<file path="config.mk">
export PLATFORM = sky130hd
export DESIGN_NAME = cv32e40p_lsu_wb_pair_flat
export DESIGN_NICKNAME = d
export VERILOG_FILES = /design/src/rtl/cv32e40p_lsu_wb_pair_if.sv /design/src/rtl/cv32e40p_lsu_wb_pair.sv /design/src/flat_wrapper.sv
export SDC_FILE = /design/constraint.sdc
export NUM_CORES = 1
export LEC_CHECK = 0
export CORE_MARGIN = 1
export CORE_UTILIZATION = 33
export DETAILED_ROUTE_END_ITERATION = 6
export GPL_TIMING_DRIVEN = 0
export PLACE_DENSITY = 0.76
export SETUP_SLACK_MARGIN = 0.2
export SLEW_MARGIN = 20
export SYNTH_ARGS = -nofsm -noshare
export SYNTH_HDL_FRONTEND = slang
export SYNTH_SLANG_ARGS = --single-unit
</file>
<file path="constraint.sdc">
create_clock -name clk -period 3.9 [get_ports clk]
set_clock_uncertainty 0.1 [all_clocks]
set_input_delay 0.975 -clock clk [delete_from_list [all_inputs] [get_ports clk]]
set_output_delay 0.975 -clock clk [all_outputs]
set_load 0.01 [all_outputs]
</file>
<file path="src/rtl/cv32e40p_lsu_wb_pair_if.sv">
// LSU load-request / response bus and register-file W2 (port B) write bus
// for the load write-back sequencer.
interface cv32e40p_lsu_wb_pair_if #(
  parameter int ADDR_WIDTH = 6,
  parameter int DATA_WIDTH = 32
);
  logic                  req_valid_i;
  logic                  req_ready_o;
  logic [ADDR_WIDTH-1:0] req_waddr_i;
  logic                  req_is64_i;
  logic                  rvalid_i;
  logic [DATA_WIDTH-1:0] rdata_i;
  logic                  we_b_o;
  logic [ADDR_WIDTH-1:0] waddr_b_o;
  logic [DATA_WIDTH-1:0] wdata_b_o;
  logic [DATA_WIDTH-1:0] wdata_b1_o;
  logic                  instr64_oe_o;
  logic                  pending_o;
  logic                  err_o;

  // LSU / register-file side.
  modport master (
    output req_valid_i, req_waddr_i, req_is64_i, rvalid_i, rdata_i,
    input  req_ready_o, we_b_o, waddr_b_o, wdata_b_o, wdata_b1_o,
           instr64_oe_o, pending_o, err_o
  );

  // Sequencer side.
  modport slave (
    input  req_valid_i, req_waddr_i, req_is64_i, rvalid_i, rdata_i,
    output req_ready_o, we_b_o, waddr_b_o, wdata_b_o, wdata_b1_o,
           instr64_oe_o, pending_o, err_o
  );
endinterface

</file>
<file path="src/rtl/cv32e40p_lsu_wb_pair.sv">
// Load write-back sequencer: in-order tag FIFO plus beat FSM that merges 64-bit
// loads into paired W2 writes. Define CV32E40P_LSU_WB_PAIR_OREG_EN to register the W2/err outputs.
//
// state   | meaning
// ST_LOW  | waiting for the first (or only) beat of the head entry
// ST_HIGH | low word of a 64-bit head held in lo_q, waiting for the high beat
module cv32e40p_lsu_wb_pair #(
  parameter int ADDR_WIDTH = 6,
  parameter int DATA_WIDTH = 32,
  parameter int DEPTH      = 2
) (
  input  logic                     clk,
  input  logic                     rst,
  cv32e40p_lsu_wb_pair_if.slave    bus
);

  localparam int PTR_W = (DEPTH > 1) ? $clog2(DEPTH) : 1;

  typedef enum logic {
    ST_LOW  = 1'b0,
    ST_HIGH = 1'b1
  } state_t;

  state_t                state_q, state_d;
  logic [ADDR_WIDTH-1:0] waddr_mem [DEPTH];
  logic                  is64_mem  [DEPTH];
  logic [PTR_W-1:0]      wr_ptr_q, rd_ptr_q;
  logic [PTR_W:0]        count_q;
  logic [DATA_WIDTH-1:0] lo_q;

  logic                  full, empty, ready, push, pop, beat;
  logic [ADDR_WIDTH-1:0] head_waddr;
  logic                  head_is64;
  logic                  wr_en, pair, err_c, lo_latch;
  logic [ADDR_WIDTH-1:0] w_addr_c;
  logic [DATA_WIDTH-1:0] w_data_c, w_data1_c;

  assign full       = (count_q == (PTR_W+1)'(DEPTH));
  assign empty      = (count_q == '0);
  assign head_waddr = waddr_mem[rd_ptr_q];
  assign head_is64  = is64_mem[rd_ptr_q];

  // Ready depends only on the registered count, never on a same-cycle pop.
  assign ready = !rst && !full;
  assign push  = bus.req_valid_i && ready;
  assign beat  = bus.rvalid_i && !rst;
  assign pop   = beat && !empty && ((state_q == ST_HIGH) || !head_is64);

  always_ff @(posedge clk) begin
    if (push) begin
      waddr_mem[wr_ptr_q] <= bus.req_waddr_i;
      is64_mem[wr_ptr_q]  <= bus.req_is64_i;
    end
  end

  always_ff @(posedge clk) begin
    if (rst) begin
      wr_ptr_q <= '0;
      rd_ptr_q <= '0;
      count_q  <= '0;
    end else begin
      if (push) wr_ptr_q <= wr_ptr_q + PTR_W'(1);
      if (pop)  rd_ptr_q <= rd_ptr_q + PTR_W'(1);
      case ({push, pop})
        2'b10:   count_q <= count_q + (PTR_W+1)'(1);
        2'b01:   count_q <= count_q - (PTR_W+1)'(1);
        default: count_q <= count_q;
      endcase
    end
  end

  always_ff @(posedge clk) begin
    if (rst) begin
      state_q <= ST_LOW;
      lo_q    <= '0;
    end else begin
      state_q <= state_d;
      if (lo_latch) lo_q <= bus.rdata_i;
    end
  end

  always_comb begin
    state_d  = state_q;
    wr_en    = 1'b0;
    pair     = 1'b0;
    err_c    = 1'b0;
    lo_latch = 1'b0;
    case (state_q)
      ST_LOW: begin
        if (beat) begin
          if (empty) begin
            err_c = 1'b1;
          end else if (head_is64) begin
            lo_latch = 1'b1;
            state_d  = ST_HIGH;
          end else begin
            wr_en = 1'b1;
          end
        end
      end
      ST_HIGH: begin
        if (beat) begin
          state_d = ST_LOW;
          // Odd base would spill waddr+1 across a bank boundary (x31/f31).
          if (head_waddr[0]) begin
            err_c = 1'b1;
          end else begin
            wr_en = 1'b1;
            pair  = 1'b1;
          end
        end
      end
      default: state_d = ST_LOW;
    endcase
  end

  assign w_addr_c  = wr_en ? head_waddr : '0;
  assign w_data_c  = !wr_en ? '0 : (pair ? lo_q : bus.rdata_i);
  assign w_data1_c = pair ? bus.rdata_i : '0;

`ifdef CV32E40P_LSU_WB_PAIR_OREG_EN
  logic                  we_q, pair_q, err_q;
  logic [ADDR_WIDTH-1:0] waddr_q;
  logic [DATA_WIDTH-1:0] wdata_q, wdata1_q;

  always_ff @(posedge clk) begin
    if (rst) begin
      we_q     <= 1'b0;
      pair_q   <= 1'b0;
      err_q    <= 1'b0;
      waddr_q  <= '0;
      wdata_q  <= '0;
      wdata1_q <= '0;
    end else begin
      we_q     <= wr_en;
      pair_q   <= pair;
      err_q    <= err_c;
      waddr_q  <= w_addr_c;
      wdata_q  <= w_data_c;
      wdata1_q <= w_data1_c;
    end
  end

  assign bus.we_b_o       = we_q;
  assign bus.instr64_oe_o = pair_q;
  assign bus.err_o        = err_q;
  assign bus.waddr_b_o    = waddr_q;
  assign bus.wdata_b_o    = wdata_q;
  assign bus.wdata_b1_o   = wdata1_q;
  assign bus.pending_o    = !rst && (!empty || we_q);
`else
  assign bus.we_b_o       = wr_en;
  assign bus.instr64_oe_o = pair;
  assign bus.err_o        = err_c;
  assign bus.waddr_b_o    = w_addr_c;
  assign bus.wdata_b_o    = w_data_c;
  assign bus.wdata_b1_o   = w_data1_c;
  assign bus.pending_o    = !rst && !empty;
`endif

  assign bus.req_ready_o = ready;

endmodule
</file>
<file path="src/flat_wrapper.sv">
// flat-port wrapper written by rule: the top's interface ports become plain ports
module cv32e40p_lsu_wb_pair_flat 
#(
  parameter int ADDR_WIDTH = 6,
  parameter int DATA_WIDTH = 32,
  parameter int DEPTH      = 2
)
  (clk, rst, bus_req_valid_i, bus_req_waddr_i, bus_req_is64_i, bus_rvalid_i, bus_rdata_i, bus_req_ready_o, bus_we_b_o, bus_waddr_b_o, bus_wdata_b_o, bus_wdata_b1_o, bus_instr64_oe_o, bus_pending_o, bus_err_o);
  cv32e40p_lsu_wb_pair_if #(.ADDR_WIDTH(ADDR_WIDTH), .DATA_WIDTH(DATA_WIDTH)) bus_i ();
  input  logic clk;
  input  logic rst;
  input wire logic [$bits(bus_i.req_valid_i)-1:0] bus_req_valid_i;
  input wire logic [$bits(bus_i.req_waddr_i)-1:0] bus_req_waddr_i;
  input wire logic [$bits(bus_i.req_is64_i)-1:0] bus_req_is64_i;
  input wire logic [$bits(bus_i.rvalid_i)-1:0] bus_rvalid_i;
  input wire logic [$bits(bus_i.rdata_i)-1:0] bus_rdata_i;
  output wire logic [$bits(bus_i.req_ready_o)-1:0] bus_req_ready_o;
  output wire logic [$bits(bus_i.we_b_o)-1:0] bus_we_b_o;
  output wire logic [$bits(bus_i.waddr_b_o)-1:0] bus_waddr_b_o;
  output wire logic [$bits(bus_i.wdata_b_o)-1:0] bus_wdata_b_o;
  output wire logic [$bits(bus_i.wdata_b1_o)-1:0] bus_wdata_b1_o;
  output wire logic [$bits(bus_i.instr64_oe_o)-1:0] bus_instr64_oe_o;
  output wire logic [$bits(bus_i.pending_o)-1:0] bus_pending_o;
  output wire logic [$bits(bus_i.err_o)-1:0] bus_err_o;
  assign bus_i.req_valid_i = bus_req_valid_i;
  assign bus_i.req_waddr_i = bus_req_waddr_i;
  assign bus_i.req_is64_i = bus_req_is64_i;
  assign bus_i.rvalid_i = bus_rvalid_i;
  assign bus_i.rdata_i = bus_rdata_i;
  assign bus_req_ready_o = bus_i.req_ready_o;
  assign bus_we_b_o = bus_i.we_b_o;
  assign bus_waddr_b_o = bus_i.waddr_b_o;
  assign bus_wdata_b_o = bus_i.wdata_b_o;
  assign bus_wdata_b1_o = bus_i.wdata_b1_o;
  assign bus_instr64_oe_o = bus_i.instr64_oe_o;
  assign bus_pending_o = bus_i.pending_o;
  assign bus_err_o = bus_i.err_o;
  cv32e40p_lsu_wb_pair #(.ADDR_WIDTH(ADDR_WIDTH), .DATA_WIDTH(DATA_WIDTH), .DEPTH(DEPTH)) u_core (.clk(clk), .rst(rst), .bus(bus_i));
endmodule
</file>
Word level (Yosys, flattened, before mapping):

Memories as Yosys holds them, arrays and structs flattened. A register that Yosys moved wholly into a read port is not among the register bits.
Index checks and enable logic that the tools add are counted.
W data, S select, Z words.

* add/sub/neg operators: 4
* multipliers: 0
* div/mod/pow operators: 0
* magnitude comparators: 0
* eq/ne operators: 3
* shift operators: 0
* multiplexer cells: 29
* bitwise gates (word level): 1
* reductions and logical operators: 13

Operators by type and width (count)
* $mux W32: 3
* $mux W1: 21
* $logic_and A1 B1 Y1: 6
* $mux W6: 1
* $pmux W1 S2: 3
* $eq A2 B2 Y1 const B: 2
* $logic_not A1 Y1: 4
* $pmux W2 S2: 1
* $add A1 B1 Y1 const B: 2
* $add A2 B1 Y2 const B: 1
* $eq A2 B1 Y1 const B: 1
* $logic_not A2 Y1: 1
* $reduce_bool A2 Y1: 1
* $sub A2 B1 Y2 const B: 1
* $logic_or A1 B1 Y1: 1
* $not A1 Y1: 1

* flip-flop bits (word level): 37
* latch bits: 0
* RAM bits: 14
* memory bits (read-only): 0
* input bits: 43
* output and inout bits: 75
* logic and storage cells: 57
* memories kept: 2

Memories
* u_core.waddr_mem: depth 2, width 6, read ports 1, clocked after Yosys merged registers in 1, wr ports 1, line cv32e40p_lsu_wb_pair.sv:25 `logic [ADDR_WIDTH-1:0] waddr_mem [DEPTH];`
* u_core.is64_mem: depth 2, width 1, read ports 1, clocked after Yosys merged registers in 1, wr ports 1, line cv32e40p_lsu_wb_pair.sv:26 `logic is64_mem [DEPTH];`

Depth between registers and ports, before layout:

Gate-level depths: netlist of the first run.

* depth in word-level cells: 6
* gate-level depth with buffers: 8
* mapped depth without buffers: 7

Worst setup path before layout of the first run:

No wires, ideal clock.

* path type: input to output
* start: input port rst
* end: output port bus_wdata_b_o[14]
* arrival time: 2270 ps
* required time: 2825 ps
* path slack: 555 ps
* cell stages on the path: 7
* path through: clkbuf_1 -> nor2b_1 -> nand3_1 -> inv_1 -> buf_2 -> buf_1 -> a22o_1

* word-level cells in the longest chain between the ends: 6

Ends and longest elaborated chain
* start, declared: line flat_wrapper.sv:11 `input logic rst;`
* $logic_not A1 Y1 (*): line cv32e40p_lsu_wb_pair.sv:46 `assign beat = bus.rvalid_i && !rst;`
* $logic_and A1 B1 Y1 (*): line cv32e40p_lsu_wb_pair.sv:46
* $mux W1: line cv32e40p_lsu_wb_pair.sv:102 `if (beat) begin`
* $mux W1: line cv32e40p_lsu_wb_pair.sv:88 `case (state_q)`
* $mux W32: line cv32e40p_lsu_wb_pair.sv:118 `assign w_data_c = !wr_en ? '0 : (pair ? lo_q : bus.rdata_i);`
* $mux W32 (*): line cv32e40p_lsu_wb_pair.sv:118
* end, declared: line flat_wrapper.sv:20 `output wire logic [$bits(bus_i.wdata_b_o)-1:0] bus_wdata_b_o;`

Every way passes the cells marked *; elsewhere a longest branch is shown, timed or not.

Worst setup path in the final report of the first run:

* start: input port rst
* end: output port bus_wdata_b1_o[0]

* word-level cells in the longest chain between the ends: 5

Ends and longest elaborated chain
* $logic_not A1 Y1: line cv32e40p_lsu_wb_pair.sv:46
* $logic_and A1 B1 Y1: line cv32e40p_lsu_wb_pair.sv:46
* $mux W1: line cv32e40p_lsu_wb_pair.sv:102
* $mux W1: line cv32e40p_lsu_wb_pair.sv:88
* $mux W32: line cv32e40p_lsu_wb_pair.sv:119 `assign w_data1_c = pair ? bus.rdata_i : '0;`
* end, declared: line flat_wrapper.sv:21 `output wire logic [$bits(bus_i.wdata_b1_o)-1:0] bus_wdata_b1_o;`

Every way passes these cells.

==> out/qor.txt, run 1 <==
Synthesized flop and latch total: 52
First-pass GRT wire length: 11500 um
Number of flops mapped to enable cells by yosys: 14
Unique cell type count in the Yosys netlist: 33
Core ar.: 8220 um2
Inserted Diodes: 0
Worst r2r path cells: 7
Power Density: 257 nW/um2
Slowest-stage cell, CP: clkdlybuf4s50_1
Sequential fraction of the synthesis area: 42.1%
Ys flop type: dfxtp_1
Final min period: 3.57 ns
# nets final: 424
Reg-to-Reg End: u_core.count_q[1]$_SDFFE_PP0P_
Crit Path Category: input pin to primary output
IO buf count: 116
Hold Violations, Final: 0
DRC violations left: 0
Clock group share of total power: 30.5%
Final instance area: 4260 um2
Clock buffer depth: 2
H-Tree Depth: 2
Post-CTS Hold Fix Bufs: 0
Maximum clock frequency: 280 MHz
Initial Util: 34.1%
Fillers: 761
Final HPWL DP: 5240 um
DP Area: 4100 um2
Share of cells above drive strength 1: 16.8%
Critical path's largest stage delay: 0.54 ns
Top cells by area, synth: dfxtp_1 (27%), mux2_4 (16%), edfxtp_1 (15%)
# setup viols final: 0
Syn Area/Cell: 10.9 um2
Worst Hold Endpoint: u_core.wr_ptr_q$_SDFFE_PP0P_
Post-route ant nets: 0
Drt first pass iters: 4
Final period utilization: 91.6%
Slew headroom: 67.2%
CTS tree: done
Crit path capture type: primary output
Worst slew pin tran: 0.478 ns
Routed WL: 7180 um
Drt initial violations: 45
Syn Inst Count: 256
Clk slew on worst S/H paths: 0.09 ns
Clk sink count: 52
Vias: 2354
FF-to-FF setup slack: 1.67 ns
Sequential share of power: 53.6%
Die Y: 94.2 um
Total GRT Usage: 16.6%
Placed insts: 477
Area delta synth->final: 51.9%
Clk_lat worst skew: 0.30 ns
Req. time, crit path: 2.82 ns
Grt ovf: 0
Gate power share: 16.0%
Sw frac: 23.3%
Root Buffer: clkbuf_8
Top delay family on crit path: buffers and inverters
Internal power: 0.839 mW
CTS Buf Count: 5
Mapped cell area: 2800 um2
Hold Startpoint: u_core.wr_ptr_q$_SDFFE_PP0P_
Cell chain of the critical path: clkbuf_2 -> nor2b_4 -> nand3_4 -> inv_2 -> buf_6 -> clkbuf_8 -> and2_1 -> clkdlybuf4s50_1
Synth area leader: dfxtp_1
Drt wl/cell: 14.8 um
Layout Cells excl Fill: 485
Max-slew violation count: 0
Share of flip-flops with an asynchronous set or reset: 0%
Max-Cap Viols: 0
WP buf/inv: 5
Commonest non-fill, non-tap cell in the layout: clkdlybuf4s50_1
Finished Core Util: 51.8%
Leakage: 1.88 nW
Worst hold stages: 2
Most frequent cells in the layout: clkdlybuf4s50_1 (83), dfxtp_1 (38), nor2b_1 (34)
Syn. warnings: 0
Vias in the first global route: 2381
CP arrival: 2.50 ns
Largest net degree at the start of global routing: 16
Multi-input gate area: 1510 um2
CP Max Fanout: 10
Hold crit path type: flip-flop to flip-flop
Syn_nets: 300
Worst IR drop on VDD: 161 uV
Switch Pwr: 0.255 mW
Sequential Area: 1180 um2
Yosys top cell area share: 27.1%
Crit path launch type: input pin
Ports: 118
Vias per cell: 4.85
GP Congestion: 0.743
Status: complete, no violations
RSZ-0062 raised after global routing: no
Cell Rows: 33
Die area: 8870 um2
Initial antenna violation count: 0
Die width: 94.2 um
-- metal layers --
| metal | track usage (%) | share of wire (%) |
|---|---|---|
| met3 | 4.69 | 6.5 |
| met5 | 0 | 0 |
| met4 | 3.59 | 0.84 |
| met2 | 29.5 | 50 |
| met1 | 19.7 | 42 |
-- synthesized netlist by cell type, types with 3 or more instances --
cell and count:
dfxtp_1 38, nor2b_1 35, a22o_1 32, and2_1 32, mux2_4 30, edfxtp_1 14, clkbuf_1 12, a21oi_1 8
nor2_1 8, mux2i_1 7, buf_2 4, buf_6 4, inv_1 4, mux2_2 4, or3_1 3
-- cells by family (layout without fill, tap and decap cells) --
| logic type | Yosys count | after routing | synth area share (%) |
|---|---|---|---|
| XOR/XNOR | 2 | 2 | 0.625 |
| AO/OA/AOI/OAI | 45 | 45 | 12.6 |
| buffers and inverters | 26 | 150 | 4.87 |
| flip-flops | 52 | 52 | 42.1 |
| adder cells (fa/ha/maj) | 1 | 1 | 0.446 |
| AND/OR/NAND/NOR | 89 | 89 | 19.2 |
| multiplexers | 41 | 41 | 20.2 |
-- timing repair --
item | in CTS | in global routing
buffers inserted | 1 | 0
pin swaps | 1 | 0
resized for setup | 66 | 2
endpoints found under the setup margin | 72 | 34
-- power groups by stage --
stage / Sequential [mW] / Clock, mW / Combinational, mW
global placement: 0.597 / 0 / 0.171
detailed placement: 0.599 / 0 / 0.175
floorplan: 0.596 / 0 / 0.0861
finish: 0.586 / 0.333 / 0.175
global route: 0.589 / 0.366 / 0.189
CTS: 0.586 / 0.342 / 0.176
-- cell type report --
cell class,instances,share of cell area [%]
Clock buffer,7,2.29
Sequential cell,52,27.7
Multi-Input combinational cell,178,35.4
Buffer,22,4.79
Tap cell,105,3.09
Timing Repair Buffer,117,26.4
Inverter,4,0.353
-- worst max path at each step --
stage | startpoint | endpoint | slack, ns | cells past startpoint
global placement | bus_rvalid_i | bus_wdata_b_o[23] | -0.74 | 8
CTS | bus_rvalid_i | bus_wdata_b1_o[0] | 0.22 | 8
global route | flip-flop | bus_waddr_b_o[5] | 0.21 | 5
finish | rst | bus_wdata_b1_o[0] | 0.33 | 8
detailed placement | bus_rvalid_i | bus_wdata_b_o[23] | -0.79 | 8
floorplan | rst | bus_wdata_b_o[14] | 0.56 | 7
-- worst min-delay path, delay by kind of cell (launching register included) --
family | cells | cell delay [ns]
flops | 1 | 0.33
compound gates | 2 | 0.12
-- flip-flops by register name, summed over array words and instances (netlist names), named ones only --
| register | count |
|---|---|
| u_core.count_q | 2 |
| u_core.is64_mem | 2 |
| u_core.lo_q | 32 |
| u_core.rd_ptr_q | 1 |
| u_core.state_q | 1 |
| u_core.waddr_mem | 12 |
| u_core.wr_ptr_q | 1 |
-- metrics by stage --
stage	setup TNS (ns)	hold WS, ns	power, mW	worst slack, ns
after floorplan	0	0.352	0.682	0.555
after global placement	-36.64	0.360	0.769	-0.737
after detailed placement	-37.48	0.377	0.774	-0.786
after CTS	0	0.390	1.10	0.222
after global routing	0	0.423	1.14	0.211
final	0	0.389	1.09	0.328
Note: power is estimated with default switching activity, not from simulation.
==> run 2: changes to the inputs <==
Settings changed: CAP_MARGIN from default to 20.
Clock period 3.9 ns to 4.48 ns, I/O delays scaled along.
==> out/qor.txt, run 2 (same netlist as run 1, synthesis figures left out) <==
Sw frac: 23.2% (-0.11 points)
Clk sink count: 52 (unchanged)
Final HPWL DP: 5240 um (unchanged)
Top flop regs: u_core.lo_q x32, u_core.waddr_mem x12
Post-CTS Hold Fix Bufs: 0 (unchanged)
Share of cells above drive strength 1: 16.1% (-0.75 points)
Final min period: 4.08 ns
Die width: 94.2 um (unchanged)
Commonest non-fill, non-tap cell in the layout: clkdlybuf4s50_1
# setup viols final: 0 (unchanged)
Post-route ant nets: 0 (unchanged)
Clk_lat worst skew: 0.30 ns (about the same)
Clock buffer depth: 2 (unchanged)
Cell Rows: 33 (unchanged)
Clk slew on worst S/H paths: 0.09 ns (about the same)
Die area: 8870 um2 (unchanged)
Post-CTS Setup Bufs: 0 (-1)
First-pass GRT wire length: 11400 um (-1.1%)
DP Area: 4100 um2 (unchanged)
Hold Violations, Final: 0 (unchanged)
Leakage: 1.74 nW (-7.4%)
Cell chain of the critical path: dlygate4sd2_1 -> nor2b_4 -> and4_1 -> clkbuf_4 -> clkbuf_8 -> a22o_1 -> clkdlybuf4s50_1
GP Congestion: 0.743 (unchanged)
Total GRT Usage: 16.4% (-0.21 points)
Initial Util: 34.1% (unchanged)
Drt initial violations: 38 (-16%)
WP buf/inv: 4 (-1)
Top delay family on crit path: buffers and inverters
Initial antenna violation count: 0 (unchanged)
Critical path's largest stage delay: 0.54 ns (about the same)
Drt wl/cell: 14.7 um (-0.78%)
Setup TNS: 0 ns (unchanged)
Die Y: 94.2 um (unchanged)
CP arrival: 2.86 ns (+0.36 ns)
DRC violations left: 0 (unchanged)
CP Max Fanout: 10 (unchanged)
Slew headroom: 67.6% (+0.35 points)
Slowest-stage cell, CP: clkdlybuf4s50_1
Max reg flops: 32 (unchanged)
Crit Path Category: input pin to primary output
Switch Pwr: 0.222 mW (-13%)
Clock group share of total power: 30.3% (-0.2 points)
Status: complete, no violations
Internal power: 0.733 mW (-13%)
Largest net degree at the start of global routing: 16 (unchanged)
Maximum clock frequency: 245 MHz
Gate power share: 16.2% (+0.2 points)
Final instance area: 4270 um2 (+0.29%)
Max-Cap Viols: 0 (unchanged)
Worst slew pin tran: 0.473 ns (-0.00512 ns)
Crit path launch type: input pin
Max-slew violation count: 0 (unchanged)
Power Density: 224 nW/um2 (-13%)
Crit path capture type: primary output
Grt ovf: 0 (unchanged)
Worst IR drop on VDD: 140 uV (-13%)
Routed WL: 7110 um (-0.99%)
Core ar.: 8220 um2 (unchanged)
Most frequent cells in the layout: clkdlybuf4s50_1 (110), dfxtp_1 (38), nor2b_1 (34), a22o_1 (32), and2_1 (32)
Req. time, crit path: 3.26 ns (+0.44 ns)
RSZ-0062 raised after global routing: no
Sequential share of power: 53.5% (about the same)
Final period utilization: 91.0%
Multi-input gate area: 1510 um2 (unchanged)
CTS-repair resized insts: 35 (-47%)
CTS Buf Count: 5 (unchanged)
Ports: 118 (unchanged)
CTS tree: done
IO buf count: 116 (unchanged)
Inserted Diodes: 0 (unchanged)
Drt first pass iters: 4 (unchanged)
H-Tree Depth: 2 (unchanged)
Vias: 2352 (-0.085%)
Fillers: 755 (-0.79%)
Design Power: 0.955 mW (-13%)
Root Buffer: clkbuf_8
Sequential Area: 1180 um2 (unchanged)
Vias per cell: 4.86 (+0.12%)
Register bank with the most flops: u_core.lo_q
# nets final: 423 (-0.24%)
Vias in the first global route: 2365 (-0.67%)
Area delta synth->final: 52.4%
Hold crit path type: flip-flop to flip-flop
-- run 2: changes by cell type in the layout (fill, tap and decap cells not counted), sizes merged --
cell           previous run  this run
dlygate4sd2              32         6
clkbuf                   20        19
clkdlybuf4s50            83       110
buf                      11        10
-- run 2: worst paths after layout --
check                               start                        endpoint  slack, ns  cells after the start
max reg2reg                     flip-flop  u_core.count_q[1]$_SDFFE_PP0P_       2.26                      7
min          u_core.wr_ptr_q$_SDFFE_PP0P_    u_core.wr_ptr_q$_SDFFE_PP0P_       0.39                      2
min reg2reg  u_core.wr_ptr_q$_SDFFE_PP0P_    u_core.wr_ptr_q$_SDFFE_PP0P_       0.39                      2
max                          bus_rvalid_i               bus_wdata_b_o[26]       0.40                      7
-- run 2: layout make-up --
| type | count | area share [%] |
|---|---|---|
| Clock buffer | 7 | 2.29 |
| Multi-Input combinational cell | 178 | 35.2 |
| Sequential cell | 52 | 27.7 |
| Timing Repair Buffer | 116 | 27.0 |
| Inverter | 4 | 0.352 |
| Buffer | 22 | 4.37 |
| Tap cell | 105 | 3.08 |
-- run 2: stage by stage --
step                      std cells  hold slack [ns]  setup slack (ns)  util, %
after floorplan                 256            0.352             0.845        -
after detailed placement        477            0.377            -0.496     49.8
after global routing            484            0.423             0.275     52.0
after global placement          477            0.360            -0.447     49.8
after CTS                       484            0.390             0.408     52.0
final                           484            0.389             0.405     52.0
-- run 2: power groups by stage --
stage | clock (mW) | combinational [mW] | sequential (mW)
detailed placement | 0 | 0.152 | 0.521
CTS | 0.298 | 0.156 | 0.510
finish | 0.290 | 0.155 | 0.511
global placement | 0 | 0.149 | 0.520
global route | 0.319 | 0.167 | 0.513
floorplan | 0 | 0.0749 | 0.518
-- run 2: routing by layer --
metal / vias up / track usage, % / routed length, um
met4: 0 / 3.46 / 62
met5: - / 0 / 0
met2: 60 / 28.9 / 3570
met3: 5 / 4.69 / 397
li1: 1146 / - / -
met1: 1141 / 19.6 / 3090
-- run 2: worst min-delay path: stages, from the launching register on --
cell     delay, ns
dfxtp_1       0.33
o31ai_1       0.06
a21oi_1       0.06
